--- src/rtl/game_pkg.sv ---
// Shared game types and constants: engine FSM states, obstacle slot payload
// and the level controller state encoding.
package game_pkg;

  localparam int unsigned COORD_W    = 10;
  localparam int unsigned SCREEN_W   = 640;
  localparam int unsigned OBJ_SIZE   = 16;
  localparam int unsigned LANE_PITCH = 32;
  localparam logic [7:0]  LFSR_SEED  = 8'hA5;

  typedef enum logic [2:0] {
    ENG_IDLE,
    ENG_MOVE,
    ENG_SPAWN,
    ENG_CHECK,
    ENG_REPORT
  } eng_state_t;

  typedef enum logic [1:0] {
    LVL_ATTRACT,
    LVL_PLAYING,
    LVL_COMPLETE,
    LVL_GAME_OVER
  } level_state_t;

  typedef struct packed {
    logic               active;
    logic [COORD_W-1:0] x;
    logic [COORD_W-1:0] y;
  } obstacle_t;

endpackage

--- src/rtl/obstacle_engine_lfsr8.sv ---
// 8-bit Fibonacci LFSR (x^8+x^6+x^5+x^4+1) used to pick spawn lanes.
module lfsr8
  import game_pkg::*;
(
  input  logic       clk,
  input  logic       reset,
  input  logic       enable,
  output logic [7:0] q
);

  always_ff @(posedge clk) begin
    if (reset) begin
      q <= LFSR_SEED;
    end else if (enable) begin
      q <= {q[6:0], q[7] ^ q[5] ^ q[4] ^ q[3]};
    end
  end

endmodule

--- src/rtl/obstacle_engine.sv ---
// Per-frame obstacle engine: moves, spawns and collision-checks a small pool
// of obstacles once per frame, then reports collision and finish-line pulses.
module obstacle_engine #(
  parameter int unsigned MAX_OBS      = 3,
  parameter int unsigned SCREEN_W     = game_pkg::SCREEN_W,
  parameter int unsigned OBJ_SIZE     = game_pkg::OBJ_SIZE,
  parameter int unsigned FINISH_X     = 600,
  parameter int unsigned SPAWN_PERIOD = 60,
  parameter int unsigned LANE0_Y      = 352
) (
  input  logic                  clk,
  input  logic                  reset,
  input  logic                  frame_tick,
  input  logic [1:0]            speed,
  input  logic [1:0]            obstacle_count,
  input  logic                  reset_level,
  input  logic [9:0]            player_x,
  input  logic [9:0]            player_y,
  output logic                  sprite_collision,
  output logic                  finish_line_reached,
  output logic [MAX_OBS*10-1:0] obs_x,
  output logic [MAX_OBS*10-1:0] obs_y,
  output logic [MAX_OBS-1:0]    obs_active,
  output logic                  busy
);

  import game_pkg::*;

  localparam int unsigned CW = COORD_W;
  localparam int unsigned DW = CW + 1;
  localparam int unsigned IW = (MAX_OBS > 1) ? $clog2(MAX_OBS) : 1;
  localparam int unsigned TW = (SPAWN_PERIOD > 1) ? $clog2(SPAWN_PERIOD) : 1;
  localparam logic [IW-1:0] LAST_IDX  = IW'(MAX_OBS - 1);
  localparam logic [TW-1:0] TIMER_END = TW'(SPAWN_PERIOD - 1);
  localparam logic [CW-1:0] SPAWN_X   = CW'(SCREEN_W - OBJ_SIZE);
  localparam logic [CW-1:0] FINISH_LIM = CW'(FINISH_X);
  localparam logic [DW-1:0] OBJ_LIM   = DW'(OBJ_SIZE);

  eng_state_t    state, state_n;
  logic [IW-1:0] idx, idx_n;
  obstacle_t     obs_q [MAX_OBS];
  obstacle_t     obs_n [MAX_OBS];
  logic [1:0]    speed_q, speed_n;
  logic [1:0]    count_q, count_n;
  logic [TW-1:0] timer_q, timer_n;
  logic          finished_q, finished_n;
  logic          acc_q, acc_n;
  logic          coll_q, coll_n;
  logic          fin_q, fin_n;
  logic          busy_q, busy_n;
  logic          lfsr_en_c;
  logic [7:0]    lfsr_q;
  logic          lfsr_unused;
  logic [CW-1:0] step;
  logic          placed;
  int unsigned   active_cnt;

  lfsr8 u_lfsr (
    .clk    (clk),
    .reset  (reset),
    .enable (lfsr_en_c),
    .q      (lfsr_q)
  );

  // Only the low two LFSR bits select a lane.
  assign lfsr_unused = ^lfsr_q[7:2];

  // Axis-aligned square overlap using 11-bit signed distances.
  function automatic logic overlap(input obstacle_t o, input logic [CW-1:0] px,
                                   input logic [CW-1:0] py);
    logic signed [DW-1:0] dx, dy;
    logic [DW-1:0]        ax, ay;
    dx = $signed({1'b0, px}) - $signed({1'b0, o.x});
    dy = $signed({1'b0, py}) - $signed({1'b0, o.y});
    ax = dx[DW-1] ? $unsigned(-dx) : $unsigned(dx);
    ay = dy[DW-1] ? $unsigned(-dy) : $unsigned(dy);
    return o.active && (ax < OBJ_LIM) && (ay < OBJ_LIM);
  endfunction

  always_ff @(posedge clk) begin
    if (reset) begin
      state      <= ENG_IDLE;
      idx        <= '0;
      for (int i = 0; i < int'(MAX_OBS); i++) obs_q[i] <= '0;
      speed_q    <= '0;
      count_q    <= '0;
      timer_q    <= '0;
      finished_q <= 1'b0;
      acc_q      <= 1'b0;
      coll_q     <= 1'b0;
      fin_q      <= 1'b0;
      busy_q     <= 1'b0;
    end else begin
      state      <= state_n;
      idx        <= idx_n;
      for (int i = 0; i < int'(MAX_OBS); i++) obs_q[i] <= obs_n[i];
      speed_q    <= speed_n;
      count_q    <= count_n;
      timer_q    <= timer_n;
      finished_q <= finished_n;
      acc_q      <= acc_n;
      coll_q     <= coll_n;
      fin_q      <= fin_n;
      busy_q     <= busy_n;
    end
  end

  always_comb begin
    state_n    = state;
    idx_n      = idx;
    obs_n      = obs_q;
    speed_n    = speed_q;
    count_n    = count_q;
    timer_n    = timer_q;
    finished_n = finished_q;
    acc_n      = acc_q;
    coll_n     = 1'b0;
    fin_n      = 1'b0;
    lfsr_en_c  = 1'b0;
    placed     = 1'b0;
    active_cnt = 0;
    step       = CW'({speed_q, 1'b0});

    unique case (state)
      ENG_IDLE: begin
        if (frame_tick) begin
          speed_n   = speed;
          count_n   = obstacle_count;
          lfsr_en_c = 1'b1;
          acc_n     = 1'b0;
          idx_n     = '0;
          state_n   = ENG_MOVE;
        end
      end

      ENG_MOVE: begin
        // Compare before subtracting so x never wraps below zero.
        for (int i = 0; i < int'(MAX_OBS); i++) begin
          if (IW'(i) == idx && obs_q[i].active) begin
            if (obs_q[i].x < step) obs_n[i].active = 1'b0;
            else                   obs_n[i].x      = obs_q[i].x - step;
          end
        end
        if (idx == LAST_IDX) begin
          idx_n   = '0;
          state_n = ENG_SPAWN;
        end else begin
          idx_n = idx + IW'(1);
        end
      end

      ENG_SPAWN: begin
        if (speed_q != 2'd0 && timer_q == TIMER_END) begin
          timer_n = '0;
          for (int i = 0; i < int'(MAX_OBS); i++) begin
            if (obs_q[i].active) active_cnt = active_cnt + 1;
          end
          if (active_cnt < 32'(count_q)) begin
            for (int i = 0; i < int'(MAX_OBS); i++) begin
              if (!placed && !obs_q[i].active) begin
                obs_n[i].active = 1'b1;
                obs_n[i].x      = SPAWN_X;
                obs_n[i].y      = CW'(LANE0_Y + LANE_PITCH * 32'(lfsr_q[1:0]));
                placed          = 1'b1;
              end
            end
          end
        end else if (speed_q != 2'd0) begin
          timer_n = timer_q + TW'(1);
        end
        idx_n   = '0;
        state_n = ENG_CHECK;
      end

      ENG_CHECK: begin
        for (int i = 0; i < int'(MAX_OBS); i++) begin
          if (IW'(i) == idx && overlap(obs_q[i], player_x, player_y)) acc_n = 1'b1;
        end
        // Pulses are registered on entry to REPORT so they are visible there.
        if (idx == LAST_IDX) begin
          idx_n   = '0;
          state_n = ENG_REPORT;
          coll_n  = acc_n;
          if (player_x >= FINISH_LIM && !finished_q) begin
            fin_n      = 1'b1;
            finished_n = 1'b1;
          end
        end else begin
          idx_n = idx + IW'(1);
        end
      end

      ENG_REPORT: begin
        state_n = ENG_IDLE;
      end

      default: begin
        state_n = ENG_IDLE;
      end
    endcase

    if (reset_level) begin
      state_n    = ENG_IDLE;
      idx_n      = '0;
      for (int i = 0; i < int'(MAX_OBS); i++) obs_n[i].active = 1'b0;
      timer_n    = '0;
      finished_n = 1'b0;
      acc_n      = 1'b0;
      coll_n     = 1'b0;
      fin_n      = 1'b0;
      lfsr_en_c  = 1'b0;
      speed_n    = speed_q;
      count_n    = count_q;
    end

    busy_n = (state_n != ENG_IDLE);
  end

  for (genvar g = 0; g < int'(MAX_OBS); g++) begin : g_slot
    assign obs_x[g*10 +: 10] = obs_q[g].x;
    assign obs_y[g*10 +: 10] = obs_q[g].y;
    assign obs_active[g]     = obs_q[g].active;
  end

  assign sprite_collision    = coll_q;
  assign finish_line_reached = fin_q;
  assign busy                = busy_q;

endmodule

--- config.mk ---
export PLATFORM = sky130hd
export DESIGN_NAME = obstacle_engine
export DESIGN_NICKNAME = d
export VERILOG_FILES = /design/src/rtl/game_pkg.sv /design/src/rtl/obstacle_engine_lfsr8.sv /design/src/rtl/obstacle_engine.sv
export SDC_FILE = /design/constraint.sdc
export NUM_CORES = 1
export LEC_CHECK = 0
export CAP_MARGIN = 15
export CORE_MARGIN = 3
export CORE_UTILIZATION = 45
export CTS_CLUSTER_DIAMETER = 200
export CTS_CLUSTER_SIZE = 10
export DETAILED_ROUTE_END_ITERATION = 7
export GPL_ROUTABILITY_DRIVEN = 0
export PLACE_DENSITY = 0.69
export SYNTH_ARGS = -nofsm -noshare
export SYNTH_HDL_FRONTEND = slang
export SYNTH_SLANG_ARGS = --single-unit
--- constraint.sdc ---
create_clock -name clk -period 4.1 [get_ports clk]
set_input_delay 0.82 -clock clk [delete_from_list [all_inputs] [get_ports clk]]
set_output_delay 0.82 -clock clk [all_outputs]
set_load 0.005 [all_outputs]
==> metrics.csv <==
stage;metric;value;unit
outcome;outcome;finished clean;
drt;wirelength, routed;16200;um
drt;via count;5749;
floorplanning;Die Footprint;0.0144;mm^2
logic_synthesis;Mapped Cells;763;
logic_synthesis;count of cell types in the netlist;74;
clock_tree;clock buffer depth;2;
sta;RSZ-0062 raised after global routing;false;
sta;Pins Over Slew Limit;0;
clock_tree;# clock sinks;70;
sta;Setup-failing EPs final;0;
drt;Remaining DRCs;0;
floorplanning;I/O pin total;94;
place;placed instance area;0.00667;mm^2
floorplanning;Placement Rows;41;
grt;gr usage total;22.4;%
critical_path;Reg2Reg Depth;13;
grt;Congestion Overflow GR;0;
sta;final period utilization;88.9;%
finish;Finished Cell Area;0.00696;mm^2
logic_synthesis;Main synth FF type;dfxtp_1;
critical_path;largest driver fanout on the critical path;6;
finish;Util after Layout;54.9;%
grt;initial antenna violation count;0;
critical_path;CP delay by family, top;compound AO/OA/AOI/OAI gates;
logic_synthesis;largest area contributor in the netlist;dfxtp_1;
sta;Final min period;3.65;ns
floorplanning;core box area;0.0127;mm^2
drt;antenna-violating nets left;0;
power_and_ir_drop;Leak;0.00254;uW
sta;Setup Skew;0.00779;ns
grt;largest net degree at the start of global routing;49;
critical_path;critical path class;in -> reg;
logic_synthesis;synth cell count leaders;nor2_1, dfxtp_1, nand2_1;
hold_path;Hold Path Class;reg -> reg;
critical_path;crit path DAT;3.91;ns
sta;setup TNS;0;ns
power_and_ir_drop;VDD IR max;0.231;mV
logic_synthesis;Post-synth EDFFs;0;
grt;wire length of the first global-routing pass;25800;um
logic_synthesis;post-synthesis cell area;0.00586;mm^2
clock_tree;Root Driver;clkbuf_16;
critical_path;Req. time, crit path;4.36;ns
finish;final non-filler cell total;1008;
logic_synthesis;post-synthesis area per instance;7.69;um^2
clock_tree;Post-CTS Setup Inserts;0;
critical_path;CP peak stage delay;0.61;ns
sta;max frequency;274;MHz
critical_path;Worst path depth;10;
critical_path;crit path launch type;input pin;
logic_synthesis;Yosys top cell area share;23.9;%
sta;Worst-Margin Slew;0.994;ns
clock_tree;number of buffers created by CTS;9;
drt;Iter 0 DRT Violations;443;
floorplanning;die height;120;um
sta;Worst slew margin;33.7;%
floorplanning;chip width;120;um
critical_path;most frequent CP cell;a21oi_1;
finish;layout cells sized above 1;4.90;%
clock_tree;CTS H-Tree Depth;3;
clock_tree;worst-skew pair later-pin latency;0.35;ns
grt;number of global-route vias before repair;5392;
logic_synthesis;ys async rst share;0;%
clock_tree;clock transition at the registers of the reported paths;0.06;ns
clock_tree;Post-CTS Resized;0;
critical_path;crit end category;flip-flop;
drt;DR WL/cell;16.1;um
logic_synthesis;YS warnings;0;
finish;antenna diode count;0;
drt;vias per std cell;5.70;
logic_synthesis;cell with the most instances after synthesis;nor2_1;
place;Detail Placement HPWL;12600;um
logic_synthesis;flops & latches, synth;70;
run;max-cap viol count;0;
critical_path;CP bufs+invs;1;
place;I/O Buffers;72;
drt;first-pass iteration count of the detailed router;5;
clock_tree;CTS tree;yes;
critical_path;Worst path slowest cell;clkdlybuf4s50_1;
place;Cells after DPL;992;
finish;# fillers;1209;
logic_synthesis;register area share after synthesis;23.9;%
finish;nets;919;
floorplanning;starting density of the core;46.3;%
finish;Area growth syn-to-layout;18.6;%
hold_path;Min-Delay Path Depth;2;
power_and_ir_drop;Pwr per Cell Area;257;mW/mm^2
critical_path;worst path cell trace;clkdlybuf4s50_1 > fa_1 > a21oi_1 > o2111ai_1 > xnor2_1 > o21ai_0 > or4bb_1 > a2111oi_4 > a21oi_1 > o311ai_1;
logic_synthesis;main area contributors after synthesis;dfxtp_1, ha_1, a21oi_1;
sta;Final Hold Fails;0;
clock_tree;cts-stage hold buffer count;0;
stage by stage:
step	hold WS, ns	power, uW	setup slack [ns]
2_1_floorplan	0.410	954	0.897
3_3_place_gp	0.438	1020	0.207
3_5_place_dp	0.445	1030	0.137
4_1_cts	0.458	1790	0.476
5_1_grt	0.478	1860	0.216
6_report	0.454	1790	0.455
worst register-to-register path, cell delays in order, from the launching register on:
cell      delay, ns
dfxtp_1        0.52
inv_1          0.12
ha_1           0.21
a21oi_1        0.16
ha_1           0.26
mux2_2         0.26
nand2_1        0.10
inv_1          0.07
nor4b_1        0.36
nand3b_1       0.13
buf_4          0.21
and2_0         0.27
or3_1          0.35
a21oi_1        0.14
layout by cell type, fill, tap and decap left out, drive strengths merged, types with 9 or more instances in the layout:
cell           synthesis  routed
nand2                 66      66
clkbuf                18       9
nand3                 15      15
o21ai                 37      37
or3                   16      16
a21oi                 64      64
nand4                 16      16
dfxtp                 70      70
nor2                  79      79
clkdlybuf4s50          0      71
ha                    51      51
a21o                  11      11
fa                     9       9
xnor2                 21      21
conb                   2      24
a211oi                14      14
xor2                  12      12
inv                   63      65
nand3b                12      12
nor3                  26      26
flip-flops by register name, summed over array words and instances, names as in the netlist:
signal,count
obs_y,12
acc_q,1
busy,1
obs_x,27
obs_active,3
idx,2
finished_q,1
speed_q,2
count_q,2
finish_line_reached,1
sprite_collision,1
u_lfsr.q,8
state,3
timer_q,6
layout make-up:
cell class	count	area [um^2]	share of cell area [%]
multi-input combinational	609	4060	58.4
sequential	70	1400	20.1
timing repair buffer	78	761	10.9
inverter	63	236	3.40
clock buffer	9	225	3.24
tap	172	215	3.09
clock inverter	7	56.3	0.809
power breakdown:
part | switching [uW] | internal [uW] | total (uW)
clock | 346 | 416 | 762
sequential | 7.63 | 688 | 696
combinational | 191 | 140 | 331
cell families (layout without fill, tap and decap cells):
group / Yosys count / in the layout / synth area share, %
and+or+nand+nor: 292 / 292 / 25.7
muxes: 3 / 3 / 0.533
AOI/OAI and AO/OA: 197 / 197 / 22.6
other: 2 / 24 / 0.128
adders and majority gates: 60 / 60 / 14.0
buffers and inverters: 106 / 157 / 8.28
xor gates and xnor gates: 33 / 33 / 4.93
DFF: 70 / 70 / 23.9
routing by layer:
layer	global-route usage, %	up-vias	wire, um
li1	-	2834	-
met1	29.1	2686	7230
met2	36.2	200	7480
met3	4.24	29	1110
met4	10.0	0	421
met5	0	-	0
final timing paths:
path | start | endpoint | slack, ns
max | player_x[1] | acc_q | 0.45
min | u_lfsr.q[2] | u_lfsr.q[3] | 0.45
min reg2reg | u_lfsr.q[2] | u_lfsr.q[3] | 0.45
max reg2reg | obs_active[0] | obs_x[21] | 0.86
Power figures use the tool's default switching activity.
